**src/rtl/apb_initiator.sv**
```systemverilog
// apb_initiator: single-outstanding valid/ready request channel to APB4 SETUP/ACCESS transfers with timeout
module apb_initiator #(
    parameter  int XLEN    = 64,
    parameter  int ADDR_W  = 28,
    parameter  int NUM_SLV = 4,
    parameter  int TIMEOUT = 255,
    localparam int SEL_W   = NUM_SLV > 1 ? $clog2(NUM_SLV) : 1,
    localparam int CNT_W   = $clog2(TIMEOUT + 1)
) (
    input  logic                clk,
    input  logic                reset,
    input  logic                ReqValid,
    output logic                ReqReady,
    input  logic                ReqWrite,
    input  logic [SEL_W-1:0]    ReqSel,
    input  logic [ADDR_W-1:0]   ReqAddr,
    input  logic [XLEN-1:0]     ReqWData,
    input  logic [XLEN/8-1:0]   ReqStrb,
    output logic                RspValid,
    output logic [XLEN-1:0]     RspData,
    output logic                RspErr,
    output logic [NUM_SLV-1:0]  PSEL,
    output logic                PENABLE,
    output logic                PWRITE,
    output logic [ADDR_W-1:0]   PADDR,
    output logic [XLEN-1:0]     PWDATA,
    output logic [XLEN/8-1:0]   PSTRB,
    input  logic [XLEN-1:0]     PRDATA,
    input  logic                PREADY,
    input  logic                PSLVERR
);
    typedef enum logic [1:0] {IDLE, SETUP, ACCESS, RESP} state_t;

    state_t             state;
    logic [CNT_W-1:0]   cnt;
    logic               sel_ok;
    logic [NUM_SLV-1:0] sel_hot;
    logic               timeout_hit;

    // Decode the completer index and flag the ACCESS cycle whose wait would make the counter reach TIMEOUT.
    always_comb begin
        sel_ok      = 32'(ReqSel) < 32'(NUM_SLV);
        sel_hot     = sel_ok ? NUM_SLV'(1) << ReqSel : '0;
        timeout_hit = 32'(cnt) + 32'd1 == 32'(TIMEOUT);
    end

    // Phase sequencer; every output is a register so PREADY/PRDATA never reach an output combinationally.
    always_ff @(posedge clk or posedge reset) begin
        if (reset) begin
            state    <= IDLE;
            cnt      <= '0;
            ReqReady <= 1'b1;
            RspValid <= 1'b0;
            RspData  <= '0;
            RspErr   <= 1'b0;
            PSEL     <= '0;
            PENABLE  <= 1'b0;
            PWRITE   <= 1'b0;
            PADDR    <= '0;
            PWDATA   <= '0;
            PSTRB    <= '0;
        end else begin
            case (state)
                IDLE: begin
                    if (ReqValid) begin
                        ReqReady <= 1'b0;
                        PWRITE   <= ReqWrite;
                        PADDR    <= ReqAddr;
                        PWDATA   <= ReqWData;
                        PSTRB    <= ReqWrite ? ReqStrb : '0;
                        PSEL     <= sel_hot;
                        RspValid <= !sel_ok;
                        RspErr   <= !sel_ok;
                        RspData  <= '0;
                        state    <= sel_ok ? SETUP : RESP;
                    end
                end
                SETUP: begin
                    PENABLE <= 1'b1;
                    cnt     <= '0;
                    state   <= ACCESS;
                end
                ACCESS: begin
                    if (PREADY) begin
                        PSEL     <= '0;
                        PENABLE  <= 1'b0;
                        RspValid <= 1'b1;
                        RspErr   <= PSLVERR;
                        RspData  <= PWRITE ? '0 : PRDATA;
                        state    <= RESP;
                    end else begin
                        cnt <= cnt + CNT_W'(1);
                        if (timeout_hit) begin
                            PSEL     <= '0;
                            PENABLE  <= 1'b0;
                            RspValid <= 1'b1;
                            RspErr   <= 1'b1;
                            RspData  <= '0;
                            state    <= RESP;
                        end
                    end
                end
                RESP: begin
                    RspValid <= 1'b0;
                    RspErr   <= 1'b0;
                    RspData  <= '0;
                    ReqReady <= 1'b1;
                    state    <= IDLE;
                end
                default: state <= IDLE;
            endcase
        end
    end
endmodule

```
**config.mk**
```make
export PLATFORM = sky130hd
export DESIGN_NAME = apb_initiator
export DESIGN_NICKNAME = d
export VERILOG_FILES = /design/src/rtl/apb_initiator.sv
export SDC_FILE = /design/constraint.sdc
export NUM_CORES = 1
export LEC_CHECK = 0
export ABC_CLOCK_PERIOD_IN_PS = 6600
export BUFFER_PORTS_ARGS = -buffer_cell sky130_fd_sc_hd__buf_2
export CAP_MARGIN = 20
export CORE_AREA = 2 2 135 137
export DETAILED_ROUTE_END_ITERATION = 8
export DIE_AREA = 0 0 137 139
export GPL_ROUTABILITY_DRIVEN = 0
export GPL_TIMING_DRIVEN = 0
export PLACE_DENSITY = 0.72
export REMOVE_ABC_BUFFERS = 1
export SKIP_CTS_REPAIR_TIMING = 1
export SLEW_MARGIN = 0
export SYNTH_ARGS = -nofsm -noshare
export SYNTH_HDL_FRONTEND = slang
export SYNTH_SLANG_ARGS = --single-unit
export TNS_END_PERCENT = 100
```
**constraint.sdc**
```tcl
create_clock -name clk -period 6.6 [get_ports clk]
set_input_delay 0.33 -clock clk [delete_from_list [all_inputs] [get_ports clk]]
set_output_delay 0.33 -clock clk [all_outputs]
set_load 0.03 [all_outputs]
```
==> results of run 1 <==
cells in the final DEF (no fill, tap or decap), types with 5 or more instances in the layout:
| cell type | netlist | layout |
|---|---|---|
| inv_1 | 7 | 6 |
| a22o_1 | 67 | 67 |
| clkbuf_16 | 0 | 17 |
| nand2b_1 | 7 | 6 |
| nand3_1 | 5 | 5 |
| o21ai_0 | 14 | 14 |
| a21oi_1 | 6 | 6 |
| xnor2_1 | 5 | 5 |
| nor2_1 | 8 | 8 |
| mux2_2 | 94 | 94 |
| nand2_1 | 28 | 27 |
| buf_2 | 17 | 344 |
| ha_1 | 6 | 6 |
| a21o_1 | 69 | 69 |
| dfrtp_1 | 182 | 182 |
| inv_6 | 0 | 5 |
stage by stage:
step	worst slack [ns]	cell area, um2	util [%]	hold WS (ns)
6_report	4.076	10300	58.31	0.1251
5_1_grt	3.855	10300	58.31	0.09810
4_1_cts	4.067	10280	58.20	-0.02677
3_5_place_dp	4.082	9661	54.71	0.4390
3_3_place_gp	-0.8971	9483	53.71	0.4590
2_1_floorplan	1.300	7475	-	0.4660
cell usage after synthesis (all sizes together):
cell type  number  area [um2]
nand4           2       12.51
nand2          28       105.1
xor2            2       17.52
a31oi           1       12.51
o22ai           1       6.260
ha              6       75.07
xnor2           5       43.79
nor3            5       30.03
nor3b           2       15.01
and3            3       23.77
o211ai          4       35.03
mux2i           3       30.03
inv             7       26.28
o211a           1       10.01
nand2b          7       43.79
clkbuf         15       56.30
a21o           69       518.0
a21bo           1       10.01
o21ai          14       70.07
nor2            8       30.03
o31ai           2       15.01
and2            1       6.260
a21oi           6       30.03
buf            26       178.9
a22o           67       586.8
dfrtp         182        4554
dfstp           1       26.28
and4            1       8.760
nor2b           4       25.02
o21a            2       15.01
mux2           94        1059
nand4b          1       8.760
nand3           5       25.02
worst max-delay path, stage by stage (launching register included):
cell	delay (ns)
dfrtp_1	0.42
inv_1	0.11
ha_1	0.68
nor2b_1	0.25
o21a_2	0.52
buf_12	0.29
a21o_1	0.15
worst paths after layout:
kind                                           start                 endpoint  slack [ns]
max in group asynchronous                      reset  RspData[58]$_DFFE_PP0P_        5.16
worst min register to register  PSTRB[4]$_DFFE_PP0P_     PSTRB[4]$_DFFE_PP0P_        0.49
worst min-delay path                     ReqAddr[16]    PADDR[16]$_DFFE_PP0P_        0.13
min in group asynchronous                      reset    PADDR[27]$_DFFE_PP0P_        0.54
worst max-delay path            state[0]$_DFFE_PP0P_  RspData[37]$_DFFE_PP0P_        4.08
worst max register to register  state[0]$_DFFE_PP0P_  RspData[37]$_DFFE_PP0P_        4.08
per-layer routing:
layer / global-route usage [%] / part of all wire, %
met1: 23.79 / 39
met2: 33.52 / 48
met3: 8.955 / 10
met4: 9.007 / 2.7
met5: 0 / 0
power groups by stage:
stage          registers, mW  logic [mW]  clock network [mW]
3_5_place_dp            1.83        2.47                   0
2_1_floorplan           2.69       0.834                   0
4_1_cts                 1.82        2.48                1.09
6_report                1.82        2.46                1.06
3_3_place_gp            1.81        2.45                   0
5_1_grt                 1.88        2.61                1.14
sequential cells by signal, summed over array words and instances, names as in the netlist, 2 cells and up:
name     cells
PADDR       28
RspData     64
state        2
PWDATA      64
PSTRB        8
PSEL         4
cnt          8
final cells by class:
type / count / area, um2 / share of cell area (%)
repair buffers: 352 / 1884 / 18.30
flip-flops and latches: 183 / 4581 / 44.49
multi-input cells: 345 / 2885 / 28.02
inverters: 7 / 33.78 / 0.3281
diodes: 4 / 10.01 / 0.09722
clock buffers: 18 / 439.2 / 4.265
clock inverters: 14 / 176.4 / 1.713
well taps: 229 / 286.5 / 2.783
cells by family (layout without fill, tap and decap cells):
family          after synthesis  count (layout)  synth area share (%)
mux                          97              97                 14.12
xor+xnor                      7               7                0.7952
fa+ha+maj                     6               6                0.9737
buf+inv                      48             391                 3.392
compound gates              168             168                 16.97
other cells                   0               4                     0
simple gates                 67              67                 4.333
flops                       183             183                 59.41
==> flow_summary.yaml, run 1 <==
timing:
  grt_setup_unrepaired: "no"
  slew_violations: 0
  hold_violations: 0
  timing.fmax_ghz: 0.3962
  setup_viol: 0
  finalCritPeriodShare_pct: 38.24
  worstMarginPinSlew_ns: 0.7875
  fin_setup_tns_ns: 0
  fin_crit_ns: 2.524
  relSlewSlack_pct: 47.50
  clock_skew_ns: 0.009681
power:
  total_power_mw: 5.347
  ir_drop_v: 0.0003188
  power.density_nw_per_um2: 519.3
  p_int_mw: 3.013
  clockPowerShare_pct: 19.9
  power_frac_seq_pct: 34.1
  leakage_nw: 5.852
  switchingPower_mw: 2.333
  power_frac_comb_pct: 46.0
  p_sw_share_pct: 43.64
clock_tree:
  clock_sink_count: 183
  clk_latency_ns: 0.43
  path_clk_slew_ns: 0.08
  clock-root-buffer: "clkbuf_16"
  h-tree-depth: 4
  cts_buffers: 17
  cts_tree: "yes"
  cts_buffer_depth: 2
synthesis:
  synth-seq-cells: 183
  avgSynthCellArea_um2: 13.39
  ys_types: 38
  synth_seq_area_share_pct: 59.41
  syn_inst: 576
  netlist_area_um2: 7710
  yosys_warnings: 0
global_route:
  grt.total_usage_pct: 20.73
  grt_pass1_vias: 5935
  grt_start_max_net_pins: 102
  grt_pass1_wl_um: 30600
  antenna_found_initial: 4
  gr-total-overflow: 0
worst_setup_path:
  cp_max_fo: 46
  crit_arrival_ns: 2.89
  start_kind: "register"
  crit_type: "register to register"
  r2r_cells: 6
  crit_path_end_kind: "register"
  crit_required_ns: 6.97
drt:
  drtIter0Drc: 308
  drt-total-wl_um: 20070
  wl_per_cell_um: 17.42
  dr.pass1.iters: 4
  ant_nets: 0
  routed_via_density: 5.063
  vias: 5832
  drcViolationCount: 0
floorplan:
  num_rows: 49
  start_util_pct: 43.66
  die-area_um2: 19040
  die_w_um: 137
  ios: 345
  core_um2: 17660
  die_h_um: 139
cells_and_area:
  syn2layout_area_growth_pct: 33.54
  layout.nets: 1084
  fillers: 1463
  final_cells: 1152
  layout-drive-gt1-share_pct: 52.88
placement:
  dp_hpwl_um: 14620
  port-buffer-count: 344
  dp.cells: 1115
hold_path:
  hp-class: "primary input to register"
  hold_depth: 2
run:
  cap_viol_max_count: 0
run_status:
  status: "finished, final reports clean"
Power figures use the tool's default switching activity.
==> run 2, diff against run 1 <==
- ABC_CLOCK_PERIOD_IN_PS: 6600 -> 2500
- clock period: 6.6 -> 2.5 ns (I/O delays scaled with it)
==> run 2 against run 1 <==
The run now ends with hold timing left. Highest routed layer unchanged. Die area did not move. Sequential cell count unchanged. Global-route usage did not move. Largest power group unchanged. Critical path depth up 2. Utilization increased by 7.1 points. Combinational power rose to 2.8 times the previous value. First-iteration DRC count up 18%.
==> flow_summary.yaml, run 2 (synthesis gave the netlist of run 1 again) <==
run_status:
  status: "finished with violations"
  violations: "hold timing"
worst_setup_path:
  cp_max_fo: 46
  rr_endpoint: "RspData[33]$_DFFE_PP0P_"
  r2r_slack_ns: 0.17
  crit_arrival_ns: 2.69
  r2r_cells: 8
  r2r_start: "cnt[0]$_DFFE_PP0P_"
  crit_required_ns: 2.86
  crit_type: "register to register"
  start_kind: "register"
  crit_path_end_kind: "register"
global_route:
  gr-total-overflow: 0
  grt_pass1_vias: 5935
  antenna_found_initial: 3
  grt_start_max_net_pins: 102
  grt.total_usage_pct: 20.73
  grt_pass1_wl_um: 30600
hold_path:
  holdPathEnd: "RspData[46]$_DFFE_PP0P_"
  hold_start: "PRDATA[46]"
  hp-class: "primary input to register"
  hold_depth: 3
timing:
  timing.fmax_ghz: 0.4298
  fin_setup_tns_ns: 0
  fin_crit_ns: 2.327
  slew_violations: 0
  hold_violations: 11
  grt_setup_unrepaired: "no"
  setup_viol: 0
  clock_skew_ns: 0.009984
  relSlewSlack_pct: 59.30
  finalCritPeriodShare_pct: 93.06
  worstMarginPinSlew_ns: 0.6104
  holdWs_ns: -0.01351
floorplan:
  core_um2: 17660
  num_rows: 49
  die-area_um2: 19040
  start_util_pct: 43.66
  die_h_um: 139
  ios: 345
  die_w_um: 137
power:
  total_power_mw: 14.55
  ir_drop_v: 0.0009622
  p_int_mw: 8.103
  power_frac_comb_pct: 46.8
  power.density_nw_per_um2: 1260
  power_frac_seq_pct: 33.7
  clockPowerShare_pct: 19.4
  switchingPower_mw: 6.447
  p_sw_share_pct: 44.31
  leakage_nw: 6.373
drt:
  routed_via_density: 5.148
  drt-total-wl_um: 23950
  wl_per_cell_um: 18.78
  drtIter0Drc: 364
  drcViolationCount: 0
  vias: 6564
  dr.pass1.iters: 4
  ant_nets: 0
clock_tree:
  path_clk_slew_ns: 0.07
  clock-root-buffer: "clkbuf_16"
  h-tree-depth: 4
  clk_latency_ns: 0.43
  cts_buffer_depth: 2
  cts_tree: "yes"
  cts_buffers: 17
  clock_sink_count: 183
cells_and_area:
  fillers: 1259
  final_cell_mix: "buf_2 (344), dfrtp_1 (182), dlygate4sd3_1 (125)"
  final_common_cell: "buf_2"
  layout.nets: 1208
  final_cells: 1275
  syn2layout_area_growth_pct: 49.79
  layout-drive-gt1-share_pct: 46.69
  top_regs: "PWDATA: 64 flops, RspData: 64 flops, PADDR: 28 flops"
run:
  cap_viol_max_count: 0
placement:
  dp.cells: 1115
  port-buffer-count: 344
  dp_hpwl_um: 14620
## run 2: changes by cell type in the layout (fill, tap and decap cells not counted), sizes merged
cell / previous run / this run
diode: 4 / 3
dlygate4sd3: 1 / 125
## run 2: how the worst max path moves through the flow
| stage | start | endpoint | slack (ns) | cells after the start |
|---|---|---|---|---|
| final | cnt[0]$_DFFE_PP0P_ | RspData[33]$_DFFE_PP0P_ | 0.17 | 8 |
| after global routing | cnt[0]$_DFFE_PP0P_ | RspData[21]$_DFFE_PP0P_ | 0.04 | 8 |
| after CTS | state[0]$_DFFE_PP0P_ | RspData[33]$_DFFE_PP0P_ | -0.03 | 6 |
| after detailed placement | state[0]$_DFFE_PP0P_ | RspData[8]$_DFFE_PP0P_ | -0.02 | 6 |
| after global placement | reset | RspData[16]$_DFFE_PP0P_ | -4.79 | 2 |
| after floorplan | reset | PADDR[0]$_DFFE_PP0P_ | -2.60 | 1 |
## run 2: metrics by stage
step | utilization, % | hold slack, ns | instance area (um2) | setup slack (ns)
final | 65.41 | -0.01351 | 11550 | 0.1734
after global routing | 65.41 | 0.001013 | 11550 | 0.04229
after CTS | 58.20 | -0.2318 | 10280 | -0.03260
after floorplan | - | 0.2610 | 7475 | -2.595
after global placement | 53.71 | 0.3554 | 9483 | -4.792
after detailed placement | 54.71 | 0.2340 | 9661 | -0.01789
## run 2: power by group through the flow
stage / combinational, mW / clock, mW / sequential, mW
finish: 6.81 / 2.83 / 4.91
global route: 7.19 / 3.01 / 5.03
CTS: 6.54 / 2.87 / 4.81
detailed placement: 6.52 / 0 / 4.84
global placement: 6.40 / 0 / 4.75
floorplan: 2.20 / 0 / 7.09
## run 2: layer usage
layer,GRT usage [%],part of all wire [%],vias up
li1,-,-,3003
met1,23.79,38,3210
met2,33.52,51,301
met3,8.955,9.0,50
met4,9.007,2.9,0
met5,0,0,-
## run 2: final cells by class
class	count	area, um2	area share (%)
antenna	3	7.507	0.06501
clock buffer	18	439.2	3.803
clock inverter	14	176.4	1.528
inverter	7	33.78	0.2925
multi-input combinational	345	2899	25.10
sequential	183	4581	39.66
tap	229	286.5	2.481
timing repair buffer	476	3126	27.06
## run 2: worst max-delay path, cell delays in order, from the launching register on
cell and delay [ns]:
dfrtp_1 0.45, inv_1 0.09, ha_1 0.22, and3_1 0.19, and4_1 0.20, a31oi_2 0.28
o21a_4 0.39, buf_12 0.27, a21o_1 0.15
==> run 3, diff against run 2 <==
- ABC_AREA: unset -> 1
- CORE_AREA: 2 2 135 137 -> unset
- CORE_MARGIN: unset -> 2
- CORE_UTILIZATION: unset -> 48
- DIE_AREA: 0 0 137 139 -> unset
- PLACE_DENSITY: 0.72 -> 0.78
==> run 3 against run 2 <==
The run now ends clean. Design area is 0.34% higher. Sequential share of layout area is 0.13 points lower. Setup slack better by 0.023 ns. Sequential power is 4.9% lower. Fmax is 0.99% higher. Worst hold slack better by 0.027 ns. Clock skew is 0.0040 ns higher. Non-clock buffer count is 23 lower. Cell count is 28% higher. Critical path type unchanged. Largest power group unchanged.
==> flow_summary.yaml, run 3 <==
global_route:
  gr-total-overflow: 0
  grt_pass1_wl_um: 35360
  antenna_found_initial: 4
  grt.total_usage_pct: 25.15
  grt_pass1_vias: 6861
  grt_start_max_net_pins: 98
timing:
  fin_setup_tns_ns: 0
  holdWs_ns: 0.01383
  worstMarginPinSlew_ns: 0.9282
  timing.fmax_ghz: 0.4341
  setup_viol: 0
  clock_skew_ns: 0.01398
  fin_crit_ns: 2.304
  grt_setup_unrepaired: "no"
  hold_violations: 0
  setup_slack_ns: 0.1962
  finalCritPeriodShare_pct: 92.15
  slew_violations: 0
  relSlewSlack_pct: 38.12
cells_and_area:
  fin_area_um2: 11590
  layout-drive-gt1-share_pct: 28.57
  fillers: 1172
  top_regs: "PWDATA: 64 flops, RspData: 64 flops, PADDR: 28 flops"
  layout.nets: 1573
  syn2layout_area_growth_pct: 45.98
  final_common_cell: "nand2_1"
  final_cell_mix: "nand2_1 (458), buf_2 (344), dfrtp_1 (182)"
synthesis:
  synth-seq-cells: 183
  synthXorXnorAreaFrac_pct: 0.1103
  yosys-top-cells-count: "nand2_1 (459), dfrtp_1 (182), inv_1 (83)"
  yosys-top-cells-area: "dfrtp_1 (57%), nand2_1 (22%), nand4_1 (5.6%)"
  synth_compound_area_share_pct: 1.419
  synth_seq_area_share_pct: 57.71
  synthMuxAreaShare_pct: 0
  synth_top_area_cell: "dfrtp_1"
  synthAdderAreaFrac_pct: 0.9458
  ys.flop_type: "dfrtp_1"
  synth_most_common_cell: "nand2_1"
  yosysTopAreaCellShare_pct: 57.38
  avgSynthCellArea_um2: 8.133
  syn_inst: 976
  synth_top_family_by_area: "simple AND/OR/NAND/NOR gates"
  async_flop_share_pct: 100.0
  yosys_warnings: 0
  ys_types: 22
  netlist_area_um2: 7938
  synth_enable_flop_cells: 0
  synthSimpleGateAreaFrac_pct: 32.19
drt:
  drcViolationCount: 0
  drtIter0Drc: 539
  wl_per_cell_um: 16.99
  routed_via_density: 5.099
  dr.pass1.iters: 6
  drt-total-wl_um: 27720
  ant_nets: 0
  vias: 8316
placement:
  dp_hpwl_um: 15220
  placed_area_um2: 9793
  port-buffer-count: 344
  place_ws_ns: -0.6421
clock_tree:
  cts_tree: "yes"
  cts_buffers: 17
  h-tree-depth: 4
  path_clk_slew_ns: 0.07
  clock_sink_count: 183
  clk_latency_ns: 0.42
  cts_buffer_depth: 2
  clock-root-buffer: "clkbuf_16"
hold_path:
  hold_start: "ReqSel[0]"
  holdPathEnd: "PSEL[0]$_DFFE_PP0P_"
  hold_depth: 4
  hp-class: "primary input to register"
floorplan:
  core_um2: 16350
  die-area_um2: 17580
  start_util_pct: 48.55
  ios: 345
  die_h_um: 132.6
  num_rows: 47
  die_w_um: 132.6
worst_setup_path:
  crit_arrival_ns: 2.67
  rr_endpoint: "RspData[12]$_DFFE_PP0P_"
  cp_max_fo: 44
  crit_path_end_kind: "register"
  r2r_start: "state[0]$_DFFE_PP0P_"
  crit_type: "register to register"
  start_kind: "register"
  r2r_slack_ns: 0.20
  crit_required_ns: 2.86
  r2r_cells: 7
power:
  ir_drop_v: 0.0006132
  power_frac_seq_pct: 32.7
  leakage_nw: 6.894
  power.density_nw_per_um2: 1234
  clockPowerShare_pct: 20.5
  p_int_mw: 7.515
  power_frac_comb_pct: 46.8
  switchingPower_mw: 6.778
  p_sw_share_pct: 47.42
  total_power_mw: 14.29
run:
  cap_viol_max_count: 0
run_status:
  status: "finished, final reports clean"
==> run 3: cell types whose count changed after synthesis, sizes merged, moves of 24 or more <==
| cell | delta |
|---|---|
| inv | +76 |
| nor2 | +63 |
| a22o | -66 |
| a21o | -69 |
| clkbuf | +24 |
| mux2 | -94 |
| nand2 | +431 |
| nand4 | +69 |
==> run 3: final cells by class <==
cell class / instances / area (um2) / share of cell area (%)
Timing Repair Buffer: 453 / 2870 / 24.77
Antenna cell: 4 / 10.01 / 0.08638
Clock inverter: 12 / 190.2 / 1.641
Sequential cell: 183 / 4581 / 39.53
Multi-Input combinational cell: 657 / 2887 / 24.91
Inverter: 83 / 321.6 / 2.775
Clock buffer: 19 / 452.9 / 3.909
Tap cell: 220 / 275.3 / 2.376
==> run 3: how the worst max path moves through the flow <==
stage                              start                       to  slack [ns]  depth (start not counted)
floorplan                          reset     PADDR[0]$_DFFE_PP0P_       -2.60                          1
global placement    state[0]$_DFFE_PP0P_       PWRITE$_DFFE_PP0P_       -4.67                          5
detailed placement    cnt[0]$_DFFE_PP0P_       RspErr$_DFFE_PP0P_       -0.64                         11
CTS                   cnt[0]$_DFFE_PP0P_       RspErr$_DFFE_PP0P_       -0.65                         11
global route          cnt[1]$_DFFE_PP0P_      PSEL[0]$_DFFE_PP0P_        0.01                         13
finish              state[0]$_DFFE_PP0P_  RspData[12]$_DFFE_PP0P_        0.20                          7
==> run 3: power groups by stage <==
stage | Clock (mW) | Combinational (mW) | Sequential (mW)
floorplan | 0 | 1.99 | 6.65
global placement | 0 | 6.04 | 4.55
detailed placement | 0 | 6.14 | 4.60
CTS | 2.96 | 6.15 | 4.56
global route | 3.09 | 7.14 | 4.77
finish | 2.93 | 6.70 | 4.67
==> run 3: cell families (layout without fill, tap and decap cells) <==
kind of cell,count (synthesis),in the layout
compound gates,21,21
xor+xnor,1,1
simple gates,622,629
flops,183,183
buf+inv,143,567
other cells,0,4
fa+ha+maj,6,6
==> run 3: stage by stage <==
step | instances | util [%]
6_report | 1631 | 70.88
4_1_cts | 1516 | 63.84
2_1_floorplan | 916 | -
5_1_grt | 1631 | 70.88
3_3_place_gp | 1480 | 58.97
3_5_place_dp | 1485 | 59.90
==> run 3: metal layers <==
| metal | up-vias | track usage (%) | wire length, um |
|---|---|---|---|
| met5 | - | 0 | 0 |
| met4 | 0 | 6.511 | 936 |
| met3 | 78 | 7.701 | 2328 |
| met2 | 425 | 42.77 | 14010 |
| met1 | 3940 | 31.40 | 10440 |
| li1 | 3873 | - | - |
==> run 3: critical path: stages, from the launching register on <==
cell	delay (ns)
dfrtp_1	0.42
inv_1	0.10
ha_2	0.48
nand3_2	0.49
buf_12	0.36
nor2_1	0.17
nand4_1	0.12
nand2_1	0.10
